===== src/rtl/apb_pkg.sv =====
// Shared definitions for the APB register slave: FSM encoding, register map
// indices and the field widths used by the decode and status logic.
package apb_pkg;

    typedef enum logic [1:0] {
        ST_IDLE   = 2'd0,
        ST_ACCESS = 2'd1,
        ST_ABORT  = 2'd2
    } apb_state_e;

    localparam int IDX_W         = 4;
    localparam int ERR_W         = 8;
    localparam int WAIT_W        = 4;
    localparam int NUM_DATA_REGS = 14;

    localparam logic [IDX_W-1:0] IDX_STATUS = 4'd14;
    localparam logic [IDX_W-1:0] IDX_ID     = 4'd15;

    // Misaligned, out-of-window, or a write to the read-only ID register.
    function automatic logic addr_error(input logic [31:0] addr, input logic write);
        return (addr[1:0] != 2'b00) || (addr[31:6] != '0) ||
               (write && (addr[5:2] == IDX_ID));
    endfunction

endpackage


===== src/rtl/apb_wait_timer.sv =====
// Wait-state down-counter: loaded at setup, stepped once per stalled access
// cycle, and reports when the access may complete.
module apb_wait_timer
    import apb_pkg::*;
(
    input  logic              Hclk,
    input  logic              Hreset,
    input  logic              load,
    input  logic [WAIT_W-1:0] load_value,
    input  logic              dec,
    output logic              zero
);

    logic [WAIT_W-1:0] count;

    always_ff @(posedge Hclk) begin
        if (Hreset) begin
            count <= '0;
        end else if (load) begin
            count <= load_value;
        end else if (dec && (count != '0)) begin
            count <= count - 1'b1;
        end
    end

    assign zero = (count == '0);

endmodule


===== src/rtl/apb_slave_regs.sv =====
// APB completer with fourteen data registers, a protocol-error STATUS counter
// and a read-only ID register, with a programmable number of wait states.
module apb_slave_regs
    import apb_pkg::*;
#(
    parameter int          WAIT_CYCLES = 1,
    parameter logic [31:0] ID_VALUE    = 32'hA5B0_0001
) (
    input  logic        Hclk,
    input  logic        Hreset,
    input  logic        Psel,
    input  logic        Penable,
    input  logic        Pwrite,
    input  logic [31:0] Paddr,
    input  logic [31:0] PWdata,
    output logic [31:0] PRdata,
    output logic        Pready,
    output logic        Pslverr
);

    localparam logic [WAIT_W-1:0] WAIT_LOAD = WAIT_W'(WAIT_CYCLES);

    apb_state_e state, next_state;

    logic [31:0]      cap_addr;
    logic [31:0]      cap_wdata;
    logic             cap_write;
    logic [IDX_W-1:0] cap_idx;
    logic             cap_err;

    logic [31:0]      data_regs [NUM_DATA_REGS];
    logic [ERR_W-1:0] err_count;
    logic [31:0]      read_value;

    logic setup;
    logic access_active;
    logic timer_zero;
    logic timer_dec;
    logic commit;
    logic enter_abort;

    assign setup         = (state == ST_IDLE) && Psel && !Penable;
    assign access_active = (state == ST_ACCESS) && Psel && Penable;
    assign timer_dec     = access_active && !timer_zero;
    assign cap_idx       = cap_addr[5:2];
    assign cap_err       = addr_error(cap_addr, cap_write);
    assign commit        = Pready && cap_write && !cap_err;
    assign enter_abort   = (state != ST_ABORT) && (next_state == ST_ABORT);

    apb_wait_timer u_wait_timer (
        .Hclk       (Hclk),
        .Hreset     (Hreset),
        .load       (setup),
        .load_value (WAIT_LOAD),
        .dec        (timer_dec),
        .zero       (timer_zero)
    );

    always_ff @(posedge Hclk) begin
        if (Hreset) begin
            state <= ST_IDLE;
        end else begin
            state <= next_state;
        end
    end

    always_comb begin
        next_state = state;
        case (state)
            ST_IDLE: begin
                if (Penable) begin
                    next_state = ST_ABORT;
                end else if (Psel) begin
                    next_state = ST_ACCESS;
                end
            end
            ST_ACCESS: begin
                if (!Psel) begin
                    next_state = ST_IDLE;
                end else if (!Penable) begin
                    next_state = ST_ABORT;
                end else if (timer_zero) begin
                    next_state = ST_IDLE;
                end
            end
            ST_ABORT: begin
                if (!Psel || !Penable) begin
                    next_state = ST_IDLE;
                end
            end
            default: next_state = ST_IDLE;
        endcase
    end

    always_comb begin
        Pready  = access_active && timer_zero;
        Pslverr = Pready && cap_err;
        PRdata  = '0;
        if (Pready && !cap_write && !cap_err) begin
            PRdata = read_value;
        end
    end

    always_comb begin
        read_value = '0;
        if (cap_idx == IDX_ID) begin
            read_value = ID_VALUE;
        end else if (cap_idx == IDX_STATUS) begin
            read_value = {{(32-ERR_W){1'b0}}, err_count};
        end else begin
            read_value = data_regs[cap_idx];
        end
    end

    always_ff @(posedge Hclk) begin
        if (Hreset) begin
            cap_addr  <= '0;
            cap_wdata <= '0;
            cap_write <= 1'b0;
        end else if (setup) begin
            cap_addr  <= Paddr;
            cap_wdata <= PWdata;
            cap_write <= Pwrite;
        end
    end

    always_ff @(posedge Hclk) begin
        if (Hreset) begin
            for (int i = 0; i < NUM_DATA_REGS; i++) begin
                data_regs[i] <= '0;
            end
        end else if (commit && (cap_idx < IDX_STATUS)) begin
            data_regs[cap_idx] <= cap_wdata;
        end
    end

    // A STATUS write in the same cycle as a new protocol error clears the count.
    always_ff @(posedge Hclk) begin
        if (Hreset) begin
            err_count <= '0;
        end else if (commit && (cap_idx == IDX_STATUS)) begin
            err_count <= '0;
        end else if (enter_abort && (err_count != '1)) begin
            err_count <= err_count + 1'b1;
        end
    end

endmodule


===== config.mk =====
export PLATFORM = sky130hd
export DESIGN_NAME = apb_slave_regs
export DESIGN_NICKNAME = d
export VERILOG_FILES = /design/src/rtl/apb_pkg.sv /design/src/rtl/apb_wait_timer.sv /design/src/rtl/apb_slave_regs.sv
export SDC_FILE = /design/constraint.sdc
export NUM_CORES = 1
export LEC_CHECK = 0
export ABC_CLOCK_PERIOD_IN_PS = 5600
export CAP_MARGIN = 25
export CORE_UTILIZATION = 61
export DETAILED_ROUTE_END_ITERATION = 10
export PLACE_DENSITY = 0.92
export SYNTH_ARGS = -nofsm -noshare
export SYNTH_HDL_FRONTEND = slang
export SYNTH_HIERARCHICAL = 1
export SYNTH_SLANG_ARGS = --single-unit

===== constraint.sdc =====
create_clock -name Hclk -period 5.6 [get_ports Hclk]
set_input_delay 0.56 -clock Hclk [delete_from_list [all_inputs] [get_ports Hclk]]
set_output_delay 0.56 -clock Hclk [all_outputs]
set_load 0.01 [all_outputs]

* After elaboration in Yosys (flattened, before gate mapping)
Memory sizes are Yosys's and may differ from the RTL's. A register that Yosys moved wholly into a read port is not among the register bits.
Index checks and enable logic that the tools add are counted.
** Storage, ports and cells
- Register bits after elaboration :: 79
- Bits of input ports :: 69
- Bits in writable memories :: 448
- Word-level logic and storage cells :: 74
- Memories :: 1
- Output and inout port bits :: 34
** Memory list
- data_regs :: depth 14, width 32, rd ports 1, clocked after Yosys merged registers in 1, wr ports 14, line apb_slave_regs.sv:31 : logic [31:0] data_regs [NUM_DATA_REGS];
** Cells by class
- Order comparisons :: 1
- Add/sub/neg operators :: 2
- Muxes and demuxes :: 22
- Reduce and logical (&&, ||, !) cells :: 34
- Equality and inequality tests :: 7
** Operator list (count)
- 2-to-1 mux 32 bit :: 4
- OR reduction 32 bit :: 1
- nonzero test 26 bit :: 1
- logical AND 1 bit :: 17
- 2-to-1 mux 2 bit :: 6
- 2-to-1 mux 4 bit :: 3
- adder 8 x 1 -> 8 bit (second input constant) :: 1
- == test 4 bit (second input constant) :: 2
- 2-to-1 mux 1 bit :: 8
- inequality test 8 bit (second input constant) :: 1
- case mux 2 bit (3 select lines) :: 1
- logical NOT 1 bit :: 5
- == test 2 bit (second input constant) :: 2
- logical NOT 4 bit :: 1
- less-than comparator 4 bit (second input constant) :: 1
- nonzero test 2 bit :: 2
- nonzero test 4 bit :: 1
- OR reduction 2 bit :: 2
- subtractor 4 x 1 -> 4 bit (second input constant) :: 1
- logical OR 1 bit :: 3
- == test 2 x 1 -> 1 bit (second input constant) :: 1
- logical NOT 2 bit :: 1
- inequality test 2 bit (second input constant) :: 1

* Logic depth before layout (Yosys ltp)
Gate-level depths: netlist (run 1).
- Depth after elaboration :: 12
- Mapped depth :: 10
- Mapped depth without buffers :: 8

* Modules after synthesis
The synthesis (run 1) kept the hierarchy.
** By module, submodules not included
- apb_slave_regs :: area each 25493.2 sq um, cells an instance 1857, seq. area each 16956.3 sq um, instances 1
- apb_wait_timer :: area each 262.8 sq um, cells an instance 29, seq. area each 80.1 sq um, instances 1

* Worst setup path after synthesis (run 1)
No wires, ideal clock.
- Kind :: flip-flop to flip-flop
- From :: reg u_wait_timer.count[1]
- To :: mem data_regs[4][0] (enable)
- Period minus slack after synthesis :: 3870 ps
- Stages on the path, launching flop included :: 10
- Setup slack :: 1730 ps
- Setup time :: 428 ps
- Arrival time :: 3442 ps
- Data required time :: 5172 ps
- Buffers on the path :: 1
- Cells stage by stage :: dfxtp_1 -> inv_1 -> ha_1 -> or3b_4 -> inv_1 -> nand4_1 -> nor4_4 -> nand3_1 -> clkbuf_1 -> o21bai_1
** RTL lines
- from (decl) :: line apb_wait_timer.sv:14 : logic [WAIT_W-1:0] count;
- from (signal assigned) :: line apb_wait_timer.sv:20 : count <= load_value;
- from (signal assigned) :: line apb_wait_timer.sv:22 : count <= count - 1'b1;
- to (decl) :: line apb_slave_regs.sv:31

* Worst setup path in the final report (run 1)
- From :: reg cap_addr[5]
- To :: out PRdata[3]
** Between the ends
- Word-level cells in the longest chain between the ends :: 6
- Elaborated cells between the ends (all ways) :: 9
- Classes of those cells :: 2 x eq/ne; 3 x mux; 4 x reduce/logical
** RTL lines
- from (decl) :: line apb_slave_regs.sv:25 : logic [31:0] cap_addr;
- from (signal assigned) :: line apb_slave_regs.sv:121 : cap_addr <= Paddr;
- == test 4 bit :: line apb_pkg.sv:22, apb_slave_regs.sv:106
- logical AND 1 bit :: line apb_pkg.sv:22 : (write && (addr[5:2] == IDX_ID));
- logical OR 1 bit :: line apb_pkg.sv:21 : return (addr[1:0] != 2'b00) || (addr[31:6] != '0) ||
- logical NOT 1 bit :: line apb_slave_regs.sv:99 : if (Pready && !cap_write && !cap_err) begin
- logical AND 1 bit :: line apb_slave_regs.sv:99
- 2-to-1 mux 32 bit (*) :: line apb_slave_regs.sv:99
- to (decl) :: line apb_slave_regs.sv:16 : output logic [31:0] PRdata,
Mark *: on every way between the ends. The rest lies on a longest branch, timed or not.

==> impl_summary.md, run 1 <==
Detailed routing
Dividing the detail-routed via count by the number of cells gives 7.15. After detailed routing, the number of remaining DRC violations is 0. Summing over every cut layer, the via total after detailed routing is 18411. The total iterations of the first detailed-routing run is 6. The number of design-rule violations left by the first detailed-router iteration is 3271. Once detail routing completed, the nets flagged for antenna violations numbered 0. After detailed routing, the average wire length per cell comes to 29.2 um. The final layout contains routed wiring with a total length of 75100 um.

Global routing
The initial antenna violation count is 1. The via count of the first global-routing pass is 18647. The first global-routing pass estimated 112000 um of wire. The pin count of the biggest net entering global routing is 181. Global routing finished with a remaining overflow of 0.

Across every metal layer, demand over resource in global routing totals 0.351.

Hold path
The min-delay analysis places its worst path in the category reg -> reg.

Setup path
For flop-to-flop paths, the worst setup slack is 1.50 ns. The cell class contributing the biggest share of worst-path delay is simple AND/OR/NAND/NOR gates. The path depth of the worst reg2reg path is 9. The worst setup path endpoint is PRdata[3]. The maximum cell stage delay along the critical path is 0.69 ns. The slowest stage of the critical path is the sky130_fd_sc_hd__nand2_1 cell. The category of the most critical setup path is reg -> out. The data required time of the worst path is 5.04 ns. The worst reg2reg path endpoint is data_regs[2][17]. The startpoint identified for the worst register-to-register timing path is u_wait_timer/count[1]. The capturing element type of the critical path is an output pin.

The number of buffer and inverter stages on the critical path is 1. The element type at the critical path start is a register. In this run the worst path has a maximum fanout of 10. Traced cell by cell, the critical path runs through and2_1, nand2_1, nand2_1, o22ai_1, a211oi_1, clkdlybuf4s50_1. The launching instance or port of the critical path is cap_addr[5]. The arrival time reported for the critical path endpoint is 4.28 ns. In this design, the critical path's most frequently occurring cell is sky130_fd_sc_hd__nand2_1. The number of logic stages on the critical path including buffering is 6.

Timing
Setup repair after global routing left no endpoint under its margin. The final hold violation count is 0. The minimum clock period after layout is 4.84 ns.

The post-route worst hold slack is 0.458 ns. The worst pin sits at a relative slew slack of 0.263. For the pin with the worst max-slew slack, the measured transition is 1.11 ns. The setup TNS after final layout is 0 ns. Based on the critical path, the design can be clocked at up to 207 MHz. The number of pins exceeding their max-slew limit in the final report is 0. The clock skew is 0.0303 ns. The setup-violating endpoint count in the final report is 0.

In the finished design, the share of the clock period the worst path needs comes to 0.864.

Clock tree
The clock transition at the register clock pins on the worst setup and hold paths after CTS is 0.08 ns. The CTS tree is done. The cell chosen for the clock root is sky130_fd_sc_hd__clkbuf_16. After clock tree synthesis, the flow added hold-fix buffers numbering 0.

In this run the deepest clock path goes through 3 buffers. TritonCTS created 56 clock buffers. The H-tree level count is 2. The clock net in this run drives a total of 595 sinks. Once the clock tree was built, the setup fixing pass inserted 0 buffers. The clock latency at the later pin of the worst-skew pair is 0.63 ns. The post-cts gate resize count is 0.

Layout
The commonest non-fill, non-tap cell in the layout is sky130_fd_sc_hd__edfxtp_1. The number of nets in the layout is 2066. The utilization of the core after routing is 0.712. The top cell types in the final layout, fill and taps aside, are sky130_fd_sc_hd__edfxtp_1, sky130_fd_sc_hd__nand2_1, sky130_fd_sc_hd__nor3_1, sky130_fd_sc_hd__nor2_1, sky130_fd_sc_hd__mux4_2.

The share of layout cells above drive strength 1 is 0.156. The growth of design area from synthesis to finish is 13.9%.

Die
During I/O placement, the number of pins put on the boundary was 103. The floorplan step defined a die boundary enclosing 43000 um^2. The die is 207 um tall. The initial core utilization is 0.625.

The floorplan has 74 rows. The width of the chip is 207 um. The placeable core region is 41200 um^2.

Pwr
The leakage power is 0.00940 uW. Dividing total power by cell area gives a power density of 325 nW/um^2. Total power for the finished layout comes to 9540 uW.

The worst supply voltage drop on vdd is 240 uV.

Synthesis
A synthesized cell averages 13.7 um^2. In the synthesized netlist the async set-or-reset flop fraction comes to 0. Yosys mapped the design onto 44 distinct sky130hd cell types.

The number of register bits inferred by synthesis is 595. Synthesis produced a netlist whose cell count is 1886. The register area share after synthesis is 0.661.

The cell area after technology mapping is 25800 um^2. The number of flops mapped to enable cells by yosys is 512. The most used flip-flop cell after synthesis is sky130_fd_sc_hd__edfxtp_1.

The number of warnings printed during yosys synthesis is 6.

Placement
Detailed placement finished with a half-perimeter wire length of 41800 um. Port buffering added 102 buffers. At the end of routability-driven placement, the weighted congestion stood at 0.821.

Run status
The flow ran to the end, and the final reports show no timing, DRC or antenna violations.

Run
The max capacitance violation total is 0.
[final cells by class]
cell class	instances	area [um^2]
multi-input combinational	1191	8380
clock buffer	69	1520
clock inverter	33	285
tap	532	666
sequential	595	17000
fill	2242	11900
inverter	8	30.0
antenna	4	10.0
timing repair buffer	143	1390
[flip-flops by register name (all words and copies together), names as in the netlist, named ones only]
| signal | count |
|---|---|
| u_wait_timer/count | 4 |
| state | 2 |
| cap_write | 1 |
| cap_addr | 32 |
| cap_wdata | 32 |
| err_count | 8 |
| data_regs | 512 |
[stage by stage]
stage / worst slack, ns / cell area [um^2] / cells
after floorplan: 1.73 / 26000 / 1952
after global placement: 1.63 / 27500 / 2467
after detailed placement: 1.51 / 27500 / 2468
after CTS: 1.12 / 29300 / 2570
after global routing: 0.854 / 29300 / 2571
final: 0.761 / 29300 / 2575
[cells in the mapped netlist (10+ instances only)]
cell,number,area share
sky130_fd_sc_hd__mux4_2,149,0.13
sky130_fd_sc_hd__nand2_1,274,0.040
sky130_fd_sc_hd__nor3_1,260,0.051
sky130_fd_sc_hd__edfxtp_1,512,0.60
sky130_fd_sc_hd__a31o_2,10,0.0034
sky130_fd_sc_hd__mux2_2,10,0.0044
sky130_fd_sc_hd__nor2_1,223,0.032
sky130_fd_sc_hd__dfxtp_1,83,0.065
sky130_fd_sc_hd__and3_1,20,0.0049
sky130_fd_sc_hd__mux2i_1,15,0.0058
sky130_fd_sc_hd__a21oi_1,74,0.014
sky130_fd_sc_hd__nand3_1,13,0.0025
sky130_fd_sc_hd__buf_2,61,0.012
sky130_fd_sc_hd__buf_1,10,0.0015
sky130_fd_sc_hd__clkbuf_1,87,0.013
[tightest hold or removal path, delay by kind of cell (launching register included)]
family          cells  cell delay (ns)
flops               1             0.31
simple gates        1             0.05
compound gates      1             0.05
[power breakdown]
group	internal, uW	total [uW]	switching [uW]
Sequential	4960	5080	119
Clock	2150	3830	1680
Combinational	245	627	382
[cells by family (layout without fill, tap and decap cells)]
logic type	count (synthesis)	after routing	synth area share
compound gates	117	117	0.0275
simple gates	825	825	0.140
buf+inv	166	253	0.0272
flops	595	595	0.661
other cells	2	72	0.000292
xor+xnor	5	5	0.00170
mux	174	174	0.140
fa+ha+maj	2	2	0.000971
[layer usage]
metal | track usage | up-vias | routed length, um
met3 | 0.101 | 440 | 11100
met5 | 0 | - | 0
met1 | 0.429 | 8718 | 23400
li1 | - | 7234 | -
met2 | 0.563 | 2019 | 36000
met4 | 0.202 | 0 | 4570
[worst min-delay path by stage]
stage / depth (start not counted) / from / to / slack (ns)
after global placement: 2 / cap_addr[8] / cap_addr[8] / 0.44
final: 2 / cap_addr[1] / cap_addr[1] / 0.46
after global routing: 2 / cap_addr[8] / cap_addr[8] / 0.49
after floorplan: 2 / cap_addr[10] / cap_addr[10] / 0.44
after detailed placement: 2 / cap_addr[12] / cap_addr[12] / 0.45
after CTS: 2 / cap_addr[1] / cap_addr[1] / 0.46
No activity file was read; power rests on OpenSTA's default activity.
==> run 2, diff against run 1 <==
--- a/config.mk
+++ b/config.mk
@@ -5,6 +5,7 @@
 export SDC_FILE = /design/constraint.sdc
 export NUM_CORES = 1
 export LEC_CHECK = 0
+export ABC_AREA = 1
 export ABC_CLOCK_PERIOD_IN_PS = 5600
 export CAP_MARGIN = 25
 export CORE_UTILIZATION = 61
==> run 2 against run 1 <==
Core utilization shrank 1.5 points. Clock power shrank 4%. Maximum frequency grew 5.2%. Sequential power is essentially flat. Critical path type unchanged. Total power grew 1.5%. Worst setup slack gained 0.24 ns.
==> impl_summary.md, run 2 <==
Synthesis
The post-synthesis share of cell area spent on xor and xnor gates is 0.00133 (was 0.00170). The most numerous cell in the Yosys netlist is sky130_fd_sc_hd__nor2_1 (was sky130_fd_sc_hd__edfxtp_1). Top cells by instance count after synthesis: sky130_fd_sc_hd__nor2_1, sky130_fd_sc_hd__edfxtp_1, sky130_fd_sc_hd__o21ai_0 (was sky130_fd_sc_hd__edfxtp_1, sky130_fd_sc_hd__nand2_1, sky130_fd_sc_hd__nor3_1). The area fraction in compound gates after synthesis is 0.0897 (was 0.0275). Most area-consuming cells after synthesis: sky130_fd_sc_hd__edfxtp_1, sky130_fd_sc_hd__nor2_1, sky130_fd_sc_hd__o21ai_0 (was sky130_fd_sc_hd__edfxtp_1, sky130_fd_sc_hd__mux4_2, sky130_fd_sc_hd__dfxtp_1). The simple-gate share of the synthesized area is 0.209 (was 0.140). The number of register bits inferred by synthesis is 595 (unchanged). The async set-or-reset flop fraction in the synthesized netlist is 0 (unchanged). The fraction of synthesized cell area taken by the top area cell type is 0.583 (was 0.597). The largest area contributor in the synthesized netlist is sky130_fd_sc_hd__edfxtp_1 (unchanged). The fraction of the mapped netlist area in adder cells is 0.000949 (was 0.000972). The most used flip-flop cell after synthesis was sky130_fd_sc_hd__edfxtp_1 (unchanged). The cell area after technology mapping is 26400 um^2 (was 25800 um^2). The number of flops mapped to enable cells by yosys was 512 (unchanged). The synthesized instance count is 2713 (was 1886). The multiplexer area fraction after synthesis is 0 (was 0.140).

The largest family of logic cells by synthesized area is simple AND/OR/NAND/NOR gates (was multiplexers). The average size of a mapped cell came to 9.72 um^2 (was 13.7 um^2). The count of distinct cell types in the synthesized netlist is 33 (was 44). The register area share after synthesis is 0.646 (was 0.661). The number of warnings printed during yosys synthesis is 6 (unchanged).

Clock tree
The cts-stage hold buffer count is 0 (unchanged). The post-cts gate resize count is 0 (unchanged). The number of buffers added by the clock tree synthesis step is 55 (was 56). The cell chosen for the clock root is sky130_fd_sc_hd__clkbuf_16 (unchanged).

The buffer levels on the longest clock path is 3 (unchanged). The number of buffers added for setup after CTS is 0 (unchanged). The clock transition at the register clock pins on the worst setup and hold paths after CTS was 0.07 ns (was 0.08 ns). The H-tree level count is 2 (unchanged). The clock sink total was 595 (unchanged). The clock latency at the later pin of the worst-skew pair is 0.61 ns (was 0.63 ns). The CTS tree is done (unchanged).

Setup path
The number of logic stages on the critical path including buffering is 8 (was 6). The category of the most critical setup path is reg -> out (unchanged). CP Cell Sequence: buf_4, o21ai_0, o22ai_1, nor2_1, nor2_1, nor2_1, nor2_1, clkdlybuf4s50_1 (was and2_1, nand2_1, nand2_1, o22ai_1, a211oi_1, clkdlybuf4s50_1).

The cell class contributing the biggest share of worst-path delay is buffers and inverters (was simple AND/OR/NAND/NOR gates). The number of buffer and inverter stages on the critical path was 2 (was 1). The most repeated library cell on the critical path is sky130_fd_sc_hd__nor2_1 (was sky130_fd_sc_hd__nand2_1). The path depth of the worst reg2reg path was 11 (was 9). The element type at the critical path start is a register (unchanged).

The worst setup path endpoint is PRdata[21] (was PRdata[3]). The worst flop-to-flop path startpoint is u_wait_timer/count[0] (was u_wait_timer/count[1]). The largest fanout on the critical path is 98 (was 10). The worst reg2reg path endpoint is data_regs[3][30] (was data_regs[2][17]). The maximum cell stage delay along the critical path came to 0.96 ns (was 0.69 ns). The data required time of the worst path is 5.04 ns (about the same).

The arrival time reported for the critical path endpoint came to 4.04 ns (was 4.28 ns). The register-to-register setup slack came to 1.76 ns (was 1.50 ns). The slowest stage cell on the critical path is sky130_fd_sc_hd__buf_4 (was sky130_fd_sc_hd__nand2_1). The capturing element type of the critical path was an output pin (unchanged).

Run
The max capacitance violation total is 0 (unchanged).

Timing
The setup-violating endpoint count in the final report is 0 (unchanged). The minimum clock period after layout is 4.60 ns (was 4.84 ns). RSZ-0062 raised after global routing: false (unchanged). The final setup slack of the worst path was 0.998 ns (was 0.761 ns). The share of the clock period used by the worst path after layout came to 0.822 (was 0.864). The clock skew is 0.0215 ns (was 0.0303 ns).

The timing-limited maximum frequency is 217 MHz (was 207 MHz). The relative max-transition margin came to 0.239 (was 0.263). The number of pins exceeding their max-slew limit in the final report is 0 (unchanged). The final hold violation count is 0 (unchanged). The transition at the pin with the smallest max-transition slack is 1.14 ns (was 1.11 ns). The setup TNS after final layout is 0 ns (unchanged).

Detailed routing
The number of vias per cell was 6.35 (was 7.15). The number of design-rule violations left by the first detailed-router iteration is 3815 (was 3271). The post-route DRC violation count came to 0 (unchanged). The average routed wire per standard cell came to 22.1 um (was 29.2 um).

The remaining antenna violation count is 0 (unchanged). The aggregate routed wire length was 75200 um (was 75100 um). The total vias in the final route came to 21552 (was 18411).

The total iterations of the first detailed-routing run is 7 (was 6).

Pwr
The overall power of the completed layout was 9680 uW (was 9540 uW). The power density of the placed cells was 328 nW/um^2 (was 325 nW/um^2). The leakage power is 0.0107 uW (was 0.00940 uW). The worst supply voltage drop on vdd was 250 uV (was 240 uV).

Layout
The share of layout cells above drive strength 1 is 0.0529 (was 0.156). The commonest non-fill, non-tap cell in the layout is sky130_fd_sc_hd__nor2_1 (was sky130_fd_sc_hd__edfxtp_1). The growth of design area from synthesis to finish is 11.8% (was 13.9%). The largest register by flop count is data_regs (unchanged).

The filler cell count is 2656 (was 2242). The count of placed standard cells in the final layout, fillers left out is 3395 (was 2575). The number of nets in the layout is 2844 (was 2066). Most used cells in the layout excluding fill and tap cells: sky130_fd_sc_hd__nor2_1, sky130_fd_sc_hd__edfxtp_1, sky130_fd_sc_hd__o21ai_0, sky130_fd_sc_hd__nand2_1, sky130_fd_sc_hd__nand3_1 (was sky130_fd_sc_hd__edfxtp_1, sky130_fd_sc_hd__nand2_1, sky130_fd_sc_hd__nor3_1, sky130_fd_sc_hd__nor2_1, sky130_fd_sc_hd__mux4_2). The multi-input logic area is 8200 um^2 (was 8380 um^2). The register cell area after layout is 17000 um^2 (about the same). Biggest registers after layout: data_regs x512, cap_addr x32, cap_wdata x32 (unchanged). The flip-flop count of the largest register, all copies and words added was 512 (unchanged). The number of inserted diodes came to 0 (was 4).

Placement
The half-perimeter wire length after placement is 41800 um (about the same). The total instance count after detailed placement is 3291 (was 2468). The count of input and output buffers is 102 (unchanged).

The routability-driven placement congestion ratio is 0.903 (was 0.821). The worst slack after detailed placement is 1.59 ns (was 1.51 ns).

Die
The top-level port count is 103 (unchanged). The floorplan die area was 44100 um^2 (was 43000 um^2). The placement row count was 75 (was 74). The vertical die dimension is 210 um (was 207 um). The width of the chip is 210 um (was 207 um). The placeable core region was 42300 um^2 (was 41200 um^2). The initial core utilization is 0.623 (was 0.625).

Global routing
The aggregate global-route resource usage is 0.338 (was 0.351). The first-pass GRT wire length came to 114000 um (was 112000 um). The total congestion overflow is 0 (unchanged). The pin count of the biggest net entering global routing is 241 (was 181). The via count of the first global-routing pass was 21631 (was 18647). The initial antenna violation count is 0 (was 1).

Run status
Result of the run: complete, no violations (unchanged).

Hold path
The classification of the worst-slack hold path is reg -> reg (unchanged).
==> run 2: worst reg2reg max path, cell delays in order (launching register included) <==
cell                      delay [ns]
sky130_fd_sc_hd__dfxtp_1        0.33
sky130_fd_sc_hd__inv_1          0.11
sky130_fd_sc_hd__ha_1           0.23
sky130_fd_sc_hd__nand3_2        0.13
sky130_fd_sc_hd__inv_1          0.10
sky130_fd_sc_hd__nand4_1        0.21
sky130_fd_sc_hd__nor3_4         0.54
sky130_fd_sc_hd__buf_4          0.41
sky130_fd_sc_hd__nand4_1        0.19
sky130_fd_sc_hd__buf_4          0.35
sky130_fd_sc_hd__nand2_1        0.67
sky130_fd_sc_hd__buf_12         0.28
==> run 2: how the worst min path moves through the flow <==
stage	startpoint	end	slack (ns)	cells past startpoint
after floorplan	cap_wdata[0]	data_regs[14][0]	0.43	0
final	cap_wdata[0]	data_regs[14][0]	0.44	0
after CTS	cap_wdata[0]	data_regs[14][0]	0.45	0
after detailed placement	cap_wdata[27]	data_regs[14][27]	0.44	0
after global routing	cap_wdata[0]	data_regs[14][0]	0.46	0
after global placement	cap_wdata[31]	data_regs[14][31]	0.43	0
==> run 2: logic make-up after synthesis <==
logic type,after synthesis
adder cells (fa/ha/maj),2
buffers and inverters,297
flip-flops,595
XOR/XNOR,4
AND/OR/NAND/NOR,1359
other,2
AO/OA/AOI/OAI,454
==> run 2: power by group <==
part / switching (uW) / internal (uW) / total (uW)
Clock: 1640 / 2020 / 3670
Sequential: 89.1 / 4980 / 5070
Combinational: 685 / 253 / 938
Total: 2420 / 7260 / 9680
==> run 2: metal layers <==
layer / up-vias / wire, um / GRT usage
met5: - / 0 / 0
met4: 0 / 5260 / 0.226
met3: 477 / 10500 / 0.0781
met2: 2049 / 35700 / 0.560
met1: 9882 / 23700 / 0.395
li1: 9144 / - / -
==> run 2: per-stage QoR <==
step / hold slack (ns) / instance area [um^2] / utilization
2_1_floorplan: 0.426 / 26600 / -
3_3_place_gp: 0.428 / 27700 / 0.655
3_5_place_dp: 0.440 / 27700 / 0.655
4_1_cts: 0.450 / 29400 / 0.696
5_1_grt: 0.461 / 29500 / 0.697
6_report: 0.439 / 29500 / 0.697
==> run 2: cell type report <==
cell class,count,area share
flip-flops and latches,595,0.578
repair buffers,146,0.0503
multi-input cells,1887,0.278
clock buffers,75,0.0513
clock inverters,27,0.00670
well taps,577,0.0245
inverters,88,0.0114
